--- src/rtl/adder_4b.sv ---
// Registered 4-bit ripple-carry adder: four full-adder stages
// chained through the carry, result captured on the rising edge.

module adder_4b_fa (
   input  logic i_a,
   input  logic i_b,
   input  logic i_c,
   output logic o_s,
   output logic o_c
);

   assign o_s = i_a ^ i_b ^ i_c;
   assign o_c = (i_a & i_b) | (i_a & i_c) | (i_b & i_c);

endmodule

module adder_4b (
   input  logic       clk,
   input  logic       rst,
   input  logic [3:0] a,
   input  logic [3:0] b,
   input  logic       c_in,
   output logic [3:0] S,
   output logic       C4
);

   logic [4:0] w_c;
   logic [3:0] w_s;
   logic [3:0] r_s;
   logic       r_c4;

   assign w_c[0] = c_in;

   // Carry ripples from stage 0 up to stage 3.
   for (genvar i = 0; i < 4; i++) begin : g_stage
      adder_4b_fa u_fa (
         .i_a (a[i]),
         .i_b (b[i]),
         .i_c (w_c[i]),
         .o_s (w_s[i]),
         .o_c (w_c[i+1])
      );
   end

   always_ff @(posedge clk or posedge rst) begin
      if (rst) begin
         r_s  <= 4'h0;
         r_c4 <= 1'b0;
      end else begin
         r_s  <= w_s;
         r_c4 <= w_c[4];
      end
   end

   assign S  = r_s;
   assign C4 = r_c4;

endmodule

--- config.mk ---
export PLATFORM = sky130hd
export DESIGN_NAME = adder_4b
export DESIGN_NICKNAME = d
export VERILOG_FILES = /design/src/rtl/adder_4b.sv
export SDC_FILE = /design/constraint.sdc
export NUM_CORES = 1
export LEC_CHECK = 0
export ABC_AREA = 1
export CAP_MARGIN = 25
export CORE_AREA = 2 2 39 41
export CTS_CLUSTER_DIAMETER = 80
export CTS_CLUSTER_SIZE = 30
export DETAILED_ROUTE_END_ITERATION = 6
export DIE_AREA = 0 0 41 43
export PLACE_DENSITY_LB_ADDON = 0.15
export SETUP_SLACK_MARGIN = 0.2
export SLEW_MARGIN = 20
export SYNTH_ARGS = -nofsm -noshare
export SYNTH_HDL_FRONTEND = slang
export SYNTH_SLANG_ARGS = --single-unit
--- constraint.sdc ---
create_clock -name clk -period 1.45 [get_ports clk]
set_clock_uncertainty 0.15 [all_clocks]
set_input_delay 0.29 -clock clk [delete_from_list [all_inputs] [get_ports clk]]
set_output_delay 0.29 -clock clk [all_outputs]
set_load 0.01 [all_outputs]
==> results of run 1 <==
power by group through the flow:
stage	sequential, mW	clock, mW	combinational (mW)
3_3_place_gp	0.169	0	0.130
4_1_cts	0.167	0.162	0.114
5_1_grt	0.168	0.173	0.131
2_1_floorplan	0.183	0	0.0331
3_5_place_dp	0.170	0	0.135
6_report	0.167	0.156	0.114
worst max path at each step:
stage	start	slack [ns]	end	cells past startpoint
after floorplan	a[0]	-0.47	S[3]	8
after global placement	a[0]	-1.15	S[3]	9
after detailed placement	a[0]	-1.18	S[3]	9
after CTS	a[0]	-0.47	S[3]	9
after global routing	c_in	-0.44	S[3]	9
final	c_in	-0.39	S[3]	9
stage by stage:
| step | worst slack (ns) | instance area [sq um] | power, mW |
|---|---|---|---|
| after CTS | -0.4701 | 450.4 | 0.4433 |
| after global placement | -1.155 | 444.2 | 0.2994 |
| after global routing | -0.4385 | 452.9 | 0.4723 |
| after floorplan | -0.4725 | 274.0 | 0.2163 |
| after detailed placement | -1.178 | 444.2 | 0.3051 |
| final | -0.3945 | 452.9 | 0.4367 |
kinds of logic (layout without fill, tap and decap cells):
logic type,after synthesis,after routing,share of synthesized area
flops,5,5,0.5076
buf+inv,11,30,0.1675
fa+ha+maj,4,4,0.3249
state kept, by name, summed over array words and instances, names as in the netlist:
| signal | cells |
|---|---|
| C4 | 1 |
| S | 4 |
layer usage:
layer  global-route usage  vias up  share of wire
li1                     -       86              -
met1              0.06645       87           0.32
met2               0.1250        9           0.59
met3              0.01571        0          0.091
met4              0.08000        0              0
met5                    0        -              0
final cells by class:
type                    count  area, sq um  area share
repair buffers             15        130.1      0.2873
flip-flops and latches      5        125.1      0.2762
multi-input cells           4        90.09      0.1989
inverters                  11        61.31      0.1354
clock buffers               4        26.28     0.05801
well taps                  16        20.02     0.04420
layout by cell type (no fill, tap or decap):
cell and instances:
buf_2 5, buf_6 2, buf_8 1, clkbuf_1 1, clkbuf_4 3, clkdlybuf4s50_1 5
clkinv_4 1, dfrtp_1 5, dlygate4sd2_1 2, fa_2 4, inv_1 5, inv_12 1
inv_2 3, inv_4 1
repair_timing:
| item | 4_1_cts | 5_1_grt |
|---|---|---|
| resized for setup | 40 | 3 |
| pin swaps | 4 | 4 |
| setup endpoints to repair | 10 | 4 |
| hold buffers | 0 | 0 |
==> run summary, run 1 <==
status -> finished, violations left
failing checks -> negative setup slack
Synthesized Nets -> 35
Buf/Inv on CP -> 5
setup violators final -> 3
crit path max-delay cell type -> fa_2
post-synthesis async set-or-reset flop share -> 1.000
Synth top area share -> 0.5076
synthesis-to-layout area growth -> 83.76%
final non-filler cell total -> 55
sw frac -> 0.2537
# port buffers -> 15
Die ar. -> 1763 sq um
Ys Warns -> 0
CP endpoint kind -> flip-flop
synth cell count leaders -> 11 x inv_1, 5 x dfrtp_1, 4 x fa_1
FF+latch count, synth -> 5
post-synthesis sequential area ratio -> 0.5076
WS Path Type -> input pin to flip-flop
Slew @ Worst Pin -> 0.1731 ns
max cap viols -> 0
crit path time final -> 1.844 ns
Flop pwr share -> 0.381
area of the core -> 1384 sq um
Placer Congestion -> 0.6164
die height -> 43 um
most numerous cell on the critical path -> fa_2
logic gate share of total power -> 0.262
unrepaired setup endpoints after global routing -> true
Final Net Count -> 55
EDFF count, synth -> 0
clock tree buffer depth -> 2
final wirelength -> 528 um
Crit Path Max Fanout -> 1
Cells after DPL -> 51
leading area contributor after synthesis -> dfrtp_1
# diodes -> 0
Leakage -> 0.2237 nW
total negative slack -> -0.6189 ns
clock power share -> 0.357
Crit path largest cell delay -> 0.43 ns
maximum clock frequency -> 0.5422 GHz
grt total ovfl -> 0
I/O Pins -> 16
DRC Markers -> 0
Final Cycle Share -> 1.272
final worst slack -> -0.3945 ns
P_int -> 0.3259 mW
initial antenna violation count -> 0
Synth Cell Area -> 246.5 sq um
starting density of the core -> 0.1781
first-pass GRT wire length -> 828 um
top post-synthesis cells by area -> dfrtp_1 51%, fa_1 32%, inv_1 17%
num rows -> 14
synthesized area per cell -> 12.32 sq um
power per cell area -> 964.2 nW/um^2
TritonCTS clock tree -> built
CTS Buf Count -> 3
vias in the first global route -> 208
post-route ant nets -> 0
Root Buffer -> clkbuf_4
NetSw -> 0.1108 mW
clock slew at reported path FFs -> 0.04 ns
most numerous cell in the Yosys netlist -> inv_1
Post-Synthesis Cells -> 20
count of cell types in the netlist -> 3
Top FF cell, synth -> dfrtp_1
Slew headroom -> 0.8845
Final HPWL DP -> 436.1 um
CP startpoint kind -> input pin
via count -> 182
pin count of the biggest net entering global routing -> 6
WP data required -> 1.48 ns
peak supply drop -> 258.1 uV
Fillers -> 147
critical-path cell list -> buf_6, inv_4, fa_2, inv_2, fa_2, fa_2, inv_2, fa_2, inv_2
share of layout cells above drive strength 1 -> 0.5385
WP data arrival -> 1.87 ns
Post-CTS Setup Inserts -> 0
hold slack final -> 0.09728 ns
max-slew violations -> 0
Vias per Instance -> 3.309
Hold Path Class -> input pin to async pin
DRT Pass-1 Iters -> 1
post-layout util -> 0.3273
1st-iter DRT viols -> 0
CTS H-Tree Depth -> 1
clock sinks -> 5
wire length per cell -> 9.600 um
Top delay family on crit path -> adder cells
Die Wd -> 41 um
GRT Overall Usage -> 0.07606
Final Hold Violating Endpoints -> 0
Note: power is estimated with default switching activity, not from simulation.
==> inputs of run 2 (changes only) <==
--- a/config.mk
+++ b/config.mk
@@ -12,7 +12,7 @@
 export CTS_CLUSTER_SIZE = 30
 export DETAILED_ROUTE_END_ITERATION = 6
 export DIE_AREA = 0 0 41 43
-export PLACE_DENSITY_LB_ADDON = 0.15
+export PLACE_DENSITY_LB_ADDON = 0.08
 export SETUP_SLACK_MARGIN = 0.2
 export SLEW_MARGIN = 20
 export SYNTH_ARGS = -nofsm -noshare
==> run 2 against run 1 <==
Compared with the run above: the run still ends with negative setup slack left; sequential cell count stayed put; utilization is 0.18 points lower; sequential share of layout area is 0.15 points higher; final cell count stayed put; die area stayed put; clock power hardly changed; first-iteration DRC count stayed put; non-clock buffer count stayed put.
==> run summary, run 2 (synthesis results as in run 1) <==
maximum clock frequency -> 0.5427 GHz (about the same)
final wirelength -> 428 um (-19%)
sw frac -> 0.2478 (-0.005945)
status -> finished, violations left
most frequent cells in the layout -> 5 x dfrtp_1, 5 x inv_2, 5 x clkdlybuf4s50_1, 5 x buf_2
power per cell area -> 956.8 nW/um^2 (-0.77%)
Slew headroom -> 0.8830 (-0.001433)
Hold Path Class -> input pin to async pin
Root Buffer -> clkbuf_4
NetSw -> 0.1068 mW (-3.6%)
Slew @ Worst Pin -> 0.1752 ns (+0.002147 ns)
Final Hold Violating Endpoints -> 0 (unchanged)
post-route ant nets -> 0 (unchanged)
CTS Buf Count -> 3 (unchanged)
max cap viols -> 0 (unchanged)
Final Cycle Share -> 1.271 (about the same)
WP data required -> 1.48 ns (about the same)
wire length per cell -> 7.782 um (-19%)
# diodes -> 0 (unchanged)
final non-filler cell total -> 55 (unchanged)
Placer Congestion -> 0.6018 (-2.4%)
total negative slack -> -0.6202 ns (-0.001264 ns)
CTS H-Tree Depth -> 1 (unchanged)
grt total ovfl -> 0 (unchanged)
I/O Pins -> 16 (unchanged)
cts hold-fix bufs -> 0 (unchanged)
failing checks -> negative setup slack
share of layout cells above drive strength 1 -> 0.5641 (+0.02564)
Die Wd -> 41 um (unchanged)
num rows -> 14 (unchanged)
final worst slack -> -0.3927 ns (+0.001819 ns)
Leakage -> 0.2228 nW (-0.39%)
logic gate share of total power -> 0.253 (-0.009)
starting density of the core -> 0.1781 (unchanged)
Final HPWL DP -> 372.9 um (-14%)
unrepaired setup endpoints after global routing -> true
first-pass GRT wire length -> 669 um (-19%)
GRT Overall Usage -> 0.06491 (-0.01116)
clock slew at reported path FFs -> 0.04 ns (about the same)
max-slew violations -> 0 (unchanged)
post-layout util -> 0.3255 (-0.001809)
Vias per Instance -> 3.145 (-4.9%)
vias in the first global route -> 181 (-13%)
Crit Path Max Fanout -> 1 (unchanged)
pin count of the biggest net entering global routing -> 6 (unchanged)
crit path time final -> 1.843 ns (-0.001819 ns)
die height -> 43 um (unchanged)
clock tree buffer depth -> 2 (unchanged)
WS Path Type -> input pin to flip-flop
TritonCTS clock tree -> built
# port buffers -> 15 (unchanged)
area of the core -> 1384 sq um (unchanged)
clock power share -> 0.360 (+0.003)
Cells after DPL -> 51 (unchanged)
Flop pwr share -> 0.386 (+0.005)
via count -> 173 (-4.9%)
P_int -> 0.3242 mW (-0.53%)
CP endpoint kind -> flip-flop
DRC Markers -> 0 (unchanged)
synthesis-to-layout area growth -> 82.74%
Final Net Count -> 55 (unchanged)
DRT Pass-1 Iters -> 1 (unchanged)
Die ar. -> 1763 sq um (unchanged)
peak supply drop -> 227.6 uV (-12%)
WP data arrival -> 1.87 ns (about the same)
CP startpoint kind -> input pin
max reg flops -> 4 (unchanged)
clock sinks -> 5 (unchanged)
setup violators final -> 3 (unchanged)
1st-iter DRT viols -> 0 (unchanged)
initial antenna violation count -> 0 (unchanged)
run 2: cell count changes in the layout (fill, tap and decap cells not counted), sizes merged:
cell    change
clkinv      -1
inv         +1
run 2: critical path: stages:
cell    delay (ns)
buf_8         0.11
inv_12        0.04
fa_2          0.19
inv_2         0.04
fa_2          0.34
fa_2          0.34
inv_2         0.06
fa_2          0.42
inv_2         0.05
run 2: worst max-delay path by stage:
stage | from | end | cells after the start
after floorplan | a[0] | S[3] | 8
after global routing | a[0] | S[3] | 9
after global placement | a[0] | S[3] | 9
final | a[0] | S[3] | 9
after CTS | a[0] | S[3] | 9
after detailed placement | a[0] | S[3] | 9
run 2: final cells by class:
| type | instances | area (sq um) |
|---|---|---|
| timing repair buffer | 15 | 130.1 |
| tap | 16 | 20.02 |
| fill | 143 | 933.4 |
| clock buffer | 4 | 26.28 |
| sequential | 5 | 125.1 |
| multi-input combinational | 4 | 90.09 |
| inverter | 11 | 58.81 |
run 2: what timing repair did:
action / 4_1_cts / 5_1_grt
setup buffers: 0 / 0
gates resized for setup: 39 / 3
pin swaps: 4 / 4
endpoints found under the setup margin: 10 / 5
run 2: power groups by stage:
stage               sequential (mW)  combinational [mW]  clock [mW]
floorplan                     0.183              0.0331           0
global placement              0.169               0.129           0
detailed placement            0.170               0.131           0
CTS                           0.167               0.113       0.165
global route                  0.168               0.126       0.169
finish                        0.166               0.109       0.155
run 2: per-stage QoR:
stage                     setup slack [ns]  cell area (sq um)  total power, mW  hold slack [ns]
final                              -0.3927              450.4           0.4310          0.09909
after floorplan                    -0.4725              274.0           0.2163         -0.08148
after global placement              -1.148              444.2           0.2986           0.3454
after CTS                          -0.4524              456.7           0.4455          0.09561
after detailed placement            -1.168              444.2           0.3004           0.3602
after global routing               -0.4357              450.4           0.4633           0.1239
run 2: per-layer routing:
| metal | track usage | up-vias | share of wire |
|---|---|---|---|
| met5 | 0 | - | 0 |
| met2 | 0.09688 | 9 | 0.58 |
| li1 | - | 86 | - |
| met1 | 0.04983 | 78 | 0.32 |
| met3 | 0 | 0 | 0.096 |
| met4 | 0.1200 | 0 | 0 |
==> inputs of run 3 (changes only) <==
--- a/config.mk
+++ b/config.mk
@@ -9,7 +9,7 @@
 export CAP_MARGIN = 25
 export CORE_AREA = 2 2 39 41
 export CTS_CLUSTER_DIAMETER = 80
-export CTS_CLUSTER_SIZE = 30
+export CTS_CLUSTER_SIZE = 40
 export DETAILED_ROUTE_END_ITERATION = 6
 export DIE_AREA = 0 0 41 43
 export PLACE_DENSITY_LB_ADDON = 0.08
==> results of run 3 <==
Same layout as run 2: the final DEF is identical, and so are final timing and power.
